## config.mk

```make
export PLATFORM = sky130hd
export DESIGN_NAME = dmem_port_arbiter
export DESIGN_NICKNAME = d
export VERILOG_FILES = /design/src/rtl/dmem_port_arbiter.sv
export SDC_FILE = /design/constraint.sdc
export NUM_CORES = 1
export LEC_CHECK = 0
export ABC_CLOCK_PERIOD_IN_PS = 2800
export BUFFER_PORTS_ARGS = -buffer_cell sky130_fd_sc_hd__buf_4
export CORE_AREA = 2 2 155 157
export DETAILED_ROUTE_END_ITERATION = 10
export DIE_AREA = 0 0 157 159
export HOLD_SLACK_MARGIN = 0.02
export PLACE_DENSITY_LB_ADDON = 0.15
export SETUP_SLACK_MARGIN = 0.15
export SLEW_MARGIN = 20
export SYNTH_ARGS = -nofsm -noshare
export SYNTH_HDL_FRONTEND = slang
export SYNTH_SLANG_ARGS = --single-unit
```

## constraint.sdc

```tcl
create_clock -name clk -period 2.8 [get_ports clk]
set_input_delay 0.14 -clock clk [delete_from_list [all_inputs] [get_ports clk]]
set_output_delay 0.14 -clock clk [all_outputs]
set_load 0.02 [all_outputs]
```

## src/rtl/dmem_port_arbiter.sv

```systemverilog
// Data-memory port arbiter: MEM stage has priority, while a bounded-starvation
// counter guarantees that the VGA image reader gets a slot. Read data is
// returned one cycle after the grant, with a valid flag that identifies the owner.
module dmem_port_arbiter #(
    parameter int unsigned AW       = 16,
    parameter int unsigned DW       = 64,
    parameter int unsigned MAX_WAIT = 4
) (
    input  logic          clk,
    input  logic          reset,
    input  logic          pipe_req,
    input  logic          pipe_we,
    input  logic [AW-1:0] pipe_addr,
    input  logic [DW-1:0] pipe_wdata,
    output logic          pipe_gnt,
    output logic          pipe_stall,
    output logic          pipe_rvalid,
    output logic [DW-1:0] pipe_rdata,
    input  logic          vga_req,
    input  logic [AW-1:0] vga_addr,
    output logic          vga_gnt,
    output logic          vga_rvalid,
    output logic [DW-1:0] vga_rdata,
    output logic          mem_en,
    output logic          mem_we,
    output logic [AW-1:0] mem_addr,
    output logic [DW-1:0] mem_wdata,
    input  logic [DW-1:0] mem_rdata,
    output logic [15:0]   stall_count
);

    localparam int unsigned WaitW = $clog2(MAX_WAIT + 1);
    localparam int unsigned CntW  = 16;
    localparam logic [WaitW-1:0] WaitMax = WaitW'(MAX_WAIT);
    localparam logic [CntW-1:0]  CntMax  = '1;

    typedef enum logic {
        ST_PRIO,
        ST_FORCE
    } arbStateT;

    logic [WaitW-1:0] waitQ;
    logic [WaitW-1:0] waitD;
    arbStateT         arbState;
    logic             pipeRvalidQ;
    logic             vgaRvalidQ;
    logic [CntW-1:0]  stallCntQ;

    // Arbitration mode: the VGA request wins a conflict only when the wait counter is saturated
    always_comb begin
        arbState = ST_PRIO;
        if (waitQ == WaitMax) begin
            arbState = ST_FORCE;
        end
    end

    // Combinational grants; at most one requester wins per cycle
    always_comb begin
        vga_gnt    = 1'b0;
        pipe_gnt   = 1'b0;
        pipe_stall = 1'b0;
        vga_gnt    = vga_req & (~pipe_req | (arbState == ST_FORCE));
        pipe_gnt   = pipe_req & ~vga_gnt;
        pipe_stall = pipe_req & ~pipe_gnt;
    end

    // Next wait count: count denied VGA cycles, clear on grant or withdrawn request
    always_comb begin
        waitD = '0;
        if (vga_req && !vga_gnt) begin
            waitD = (waitQ == WaitMax) ? WaitMax : waitQ + WaitW'(1);
        end
    end

    // Memory port mux; all outputs are zero when no requester is granted
    always_comb begin
        mem_en    = pipe_gnt | vga_gnt;
        mem_we    = 1'b0;
        mem_addr  = '0;
        mem_wdata = '0;
        if (pipe_gnt) begin
            mem_we    = pipe_we;
            mem_addr  = pipe_addr;
            mem_wdata = pipe_wdata;
        end else if (vga_gnt) begin
            mem_addr  = vga_addr;
        end
    end

    // Wait-counter state register
    always_ff @(posedge clk or negedge reset) begin
        if (!reset) begin
            waitQ <= '0;
        end else begin
            waitQ <= waitD;
        end
    end

    // Owner-tagged read-return valids; a write grant returns no valid
    always_ff @(posedge clk or negedge reset) begin
        if (!reset) begin
            pipeRvalidQ <= 1'b0;
            vgaRvalidQ  <= 1'b0;
        end else begin
            pipeRvalidQ <= pipe_gnt & ~pipe_we;
            vgaRvalidQ  <= vga_gnt;
        end
    end

    // Saturating count of pipeline stall cycles
    always_ff @(posedge clk or negedge reset) begin
        if (!reset) begin
            stallCntQ <= '0;
        end else if (pipe_stall && (stallCntQ != CntMax)) begin
            stallCntQ <= stallCntQ + CntW'(1);
        end
    end

    assign pipe_rvalid = pipeRvalidQ;
    assign vga_rvalid  = vgaRvalidQ;
    assign pipe_rdata  = mem_rdata;
    assign vga_rdata   = mem_rdata;
    assign stall_count = stallCntQ;

endmodule

```

# ---- Word-level counts from Yosys, hierarchy flattened
# Index checks and enable logic that the tools add are counted.
dict set report totals {
  ff_bits 21
  in_bits 165
  elab_cells 28
}
dict set report classes {
  n_addsub 2
  n_eq_ne 2
  muxes 7
  bitwise 10
  n_reduce_logical 3
}
# operator n
set op_table {}
lappend op_table {{$mux 64} 1}
lappend op_table {{$mux 16} 2}
lappend op_table {{$add 16x1->16 const B} 1}
lappend op_table {{$ne 16x16->1 const B} 1}
lappend op_table {{$mux 3} 2}
lappend op_table {{$and 1x1->1} 4}
lappend op_table {{$not 1->1} 4}
lappend op_table {{$add 3x1->3 const B} 1}
lappend op_table {{$eq 3x3->1 const B} 1}
lappend op_table {{$logic_and 1x1->1} 2}
lappend op_table {{$mux 1} 2}
lappend op_table {{$or 1x1->1} 2}
lappend op_table {{$logic_not 1->1} 1}

# ---- Logic depth before layout (Yosys ltp)
dict set report depth {
  word_depth 9
  ltp_mapped 8
  mapped_depth_nobuf 6
}

# ---- Worst setup path before layout
# No wires, ideal clock.
dict set report synth_timing {
  path_type {flip-flop to flip-flop}
  start {register stallCntQ[0] (netlist: stall_count[0])}
  end {register stallCntQ[12] (netlist: stall_count[12])}
  setup_time_ns 0.125
  arrival_ns 1.824
  path_slack_ns 0.851
  stages_incl_launch_ff 6
  n_path_buf 0
  period_less_slack_ns 1.949
  cell_sequence {dfrtp_1 ha_1 nand4_4 or2_2 nor4_1 mux2_2}
}
dict set report synth_via {
  elab_chain_len 2
  elab_cells_between_ends 3
  cone_classes {add/sub: 1; eq/ne: 1; reduce/logical: 1}
}
# item line
set synth_lines {}
lappend synth_lines {{start, declared} 47} ;# logic [CntW-1:0] stallCntQ;
lappend synth_lines {{start signal, assigned} 115} ;# stallCntQ <= stallCntQ + CntW'(1);
lappend synth_lines {{parallel branches: the longest is 2 deep, another holds $add 16x1->16} --}
# Parallel ways; which one is timed is not known.
# A chain may end at the register's enable or synchronous reset.

# ---- Worst setup path after layout
dict set report layout_timing {
  start {register waitQ[0]}
  end {output mem_we}
}
dict set report layout_via {
  elab_chain_len 7
}
# item line
set layout_lines {}
lappend layout_lines {{start, declared} 42} ;# logic [WaitW-1:0] waitQ;
lappend layout_lines {{start signal, assigned} 95} ;# waitQ <= waitD;
lappend layout_lines {{$eq 3x3->1} 52} ;# if (waitQ == WaitMax) begin
lappend layout_lines {{$mux 1} 52}
lappend layout_lines {{$or 1x1->1} 62} ;# vga_gnt = vga_req & (~pipe_req | (arbState == ST_FORCE));
lappend layout_lines {{$and 1x1->1} 62}
lappend layout_lines {{$not 1->1} 63} ;# pipe_gnt = pipe_req & ~vga_gnt;
lappend layout_lines {{$and 1x1->1} 63}
lappend layout_lines {{$mux 1} 81} ;# if (pipe_gnt) begin
lappend layout_lines {{end, declared} 25} ;# output logic mem_we,
# No other way between the ends.

==> flow_summary.ini <==
[status]
outcome = finished, final reports clean

[worst_hold_path]
hp-class = input pin to register

[logic_synthesis]
synth_seq_cells = 21
yosysUniqueCellTypes = 27
synth_area_um2 = 2630
ys_seq_area_frac = 0.200
synth_warnings = 0
syn_area_per_cell_um2 = 7.62
synthCells = 345
syn_nets = 513

[power]
vdd_drop_max_mv = 0.167
p_sw_uw = 316
p_per_area_nw_per_um2 = 282
seq_power_share = 0.301
p_clk_frac = 0.295
swShare = 0.307
combPwrFrac = 0.404
leakagePower_uw = 0.00180
internal_power_uw = 715
finalPower_uw = 1030

[sta]
clock_skew_ns = 0.00331
finalHoldViolCount = 0
fin_setup_tns_ns = 0
slew_violations = 0
max_freq_mhz = 432
worstMarginPinSlew_ns = 0.669
setup_viol = 0
min_period_ns = 2.31
fin_crit_sh = 0.826
slew_headroom = 0.552
rsz0062_at_grt = false

[clock_network]
clkLatencyLatePin_ns = 0.25
cts_root_buf = clkbuf_16
cts_buffer_depth = 2
clk_pin_slew_worst_paths_ns = 0.06
cts_buffers = 3
h-tree-depth = 1
cts_tree = done
clkSinkCount = 21
cts_setup_buffers = 0

[global_routing]
grt.overflow.total = 0
antenna_found_initial = 0
busiest_layer = met2
grt_first_pass_wirelength_um = 15400
grt_usage = 0.0796
grt_use_met3 = 0.0343
grtUsageMet1 = 0.0809
grt_pass1_vias = 2444
grt_max_degree = 68
met2_usage = 0.150

[floorplanning]
die_x_um = 157
die_h_um = 159
rows = 56
initial_core_util = 0.113
core_um2 = 23200
io_pins = 396
dieArea_um2 = 25000

[placed_design]
dpl.cell_count = 729
place_area_um2 = 3570
hpwlAfterDp_um = 9050
place.gp.congestion = 0.693
place.port_buffers = 203

[setup_path]
crit_family = buffers and inverters
critical_path_class = register to output port
crit_path_end_kind = output port
start_kind = register
path_cells = inv_1 -> ha_1 -> nand2_1 -> a21boi_2 -> buf_4 -> nor2b_4 -> buf_6 -> and2_1 -> buf_4
worstPathBufferInverterCount = 4
crit_top_cell = buf_4
cpPeakStageDelay_ns = 0.36
crit_fanout = 67
slowest_stage = dfrtp_1
cp.arrival_ns = 2.17
worstPathRequired_ns = 2.66

[cells_and_area]
nFillCells = 2663
seqCellArea_um2 = 526
stdcell_area_um2 = 3660
diodes = 0
drive_gt1_frac = 0.523
syn_to_final_growth_pct = 39.3
multi_input_area_um2 = 1090
num-nets-final = 584
stdcell_count = 734

[routing]
ant_nets = 0
wl_um = 10600
dr.pass1.iters = 4
drt_iter0_markers = 68
vias_per_cell = 3.21
wl_per_cell_um = 14.5
vias = 2355
route.detailed.drc = 0

[job]
max-cap-violations = 0
-- metal layers --
layer	share of wire	wire length, µm
met3	0.12	1260
met1	0.34	3640
met4	0.013	143
met2	0.53	5580
met5	0	0
-- worst reg2reg max path, delay by kind of cell, from the launching register on --
family                     cells  cell delay (ns)
xor gates and xnor gates       1             0.18
AOI/OAI and AO/OA              1             0.73
adders and majority gates      1             0.26
and+or+nand+nor                2             0.38
DFF                            1             0.43
-- registers in the layout, indices dropped and copies added (netlist names) --
| name | cells |
|---|---|
| vga_rvalid | 1 |
| pipe_rvalid | 1 |
| waitQ | 3 |
| stall_count | 16 |
-- power groups by stage --
stage          combinational (µW)  clock [µW]  sequential (µW)
4_1_cts                       427         320              310
6_report                      416         304              310
5_1_grt                       449         326              311
3_3_place_gp                  424           0              316
3_5_place_dp                  424           0              316
2_1_floorplan                 436           0              318
-- area by class of cell --
type	instances	area share
Timing Repair Buffer	206	0.424
Sequential cell	21	0.144
Multi-Input combinational cell	179	0.297
Clock buffer	4	0.0215
Inverter	5	0.00513
Tap cell	319	0.109
-- stage by stage --
step	hold slack, ns	setup WS [ns]	util
4_1_cts	0.118	0.260	0.158
5_1_grt	0.116	0.251	0.158
3_5_place_dp	0.0528	0.551	0.154
3_3_place_gp	0.0525	0.599	0.154
2_1_floorplan	-0.156	0.851	-
6_report	0.101	0.487	0.158
-- final timing paths --
path,from,to,slack (ns),cells past startpoint
min in group asynchronous,reset,stall_count[13],0.31,2
setup / recovery,waitQ[0],mem_we,0.49,9
hold reg to reg,waitQ[0],waitQ[0],0.46,1
setup reg to reg,stall_count[0],stall_count[15],0.70,5
hold / removal,pipe_we,pipe_rvalid,0.10,2
max in group asynchronous,reset,stall_count[14],2.26,2
-- cell usage after synthesis (all sizes together) --
master | number | share of area
nand3 | 6 | 0.011
nor3 | 3 | 0.0057
or4 | 1 | 0.0029
and2 | 65 | 0.15
o41a | 1 | 0.0043
inv | 5 | 0.0071
o41ai | 1 | 0.010
a21oi | 1 | 0.0019
dfrtp | 21 | 0.20
nor2b | 2 | 0.0048
nor4 | 3 | 0.0071
clkbuf | 12 | 0.017
mux2 | 1 | 0.0043
xnor2 | 8 | 0.027
o21ai | 16 | 0.030
ha | 3 | 0.014
nor2 | 6 | 0.0086
buf | 128 | 0.37
xor2 | 6 | 0.020
a21boi | 1 | 0.0043
nand2 | 43 | 0.061
or3 | 1 | 0.0024
and4 | 2 | 0.0076
nand4 | 6 | 0.020
or2 | 3 | 0.0071
-- kinds of logic (layout without fill, tap and decap cells) --
kind of cell             count (synthesis)  count (layout)  share of synthesized area
buffers and inverters                  145             215                      0.390
AND/OR/NAND/NOR                        141             141                      0.294
flip-flops                              21              21                      0.200
AO/OA/AOI/OAI                           20              20                     0.0514
XOR/XNOR                                14              14                     0.0466
adder cells (fa/ha/maj)                  3               3                     0.0143
multiplexers                             1               1                    0.00428
-- layout by cell type, fill, tap and decap left out, drive strengths merged, types with 2 or more instances in the layout --
cell,netlist,layout
nand4,6,6
buf,128,205
dfrtp,21,21
xnor2,8,8
o21ai,16,16
nor4,3,3
xor2,6,6
nor2b,2,2
and2,65,65
or2,3,3
inv,5,5
nand2,43,43
ha,3,3
nor2,6,6
nand3,6,6
and4,2,2
clkbuf,12,4
nor3,3,3
-- what timing repair did --
action,4_1_cts,5_1_grt
hold endpoints to repair,21,0
hold buffers,1,0
setup endpoints to repair,0,11
gates resized for setup,0,1
No activity file was read; power rests on OpenSTA's default activity.
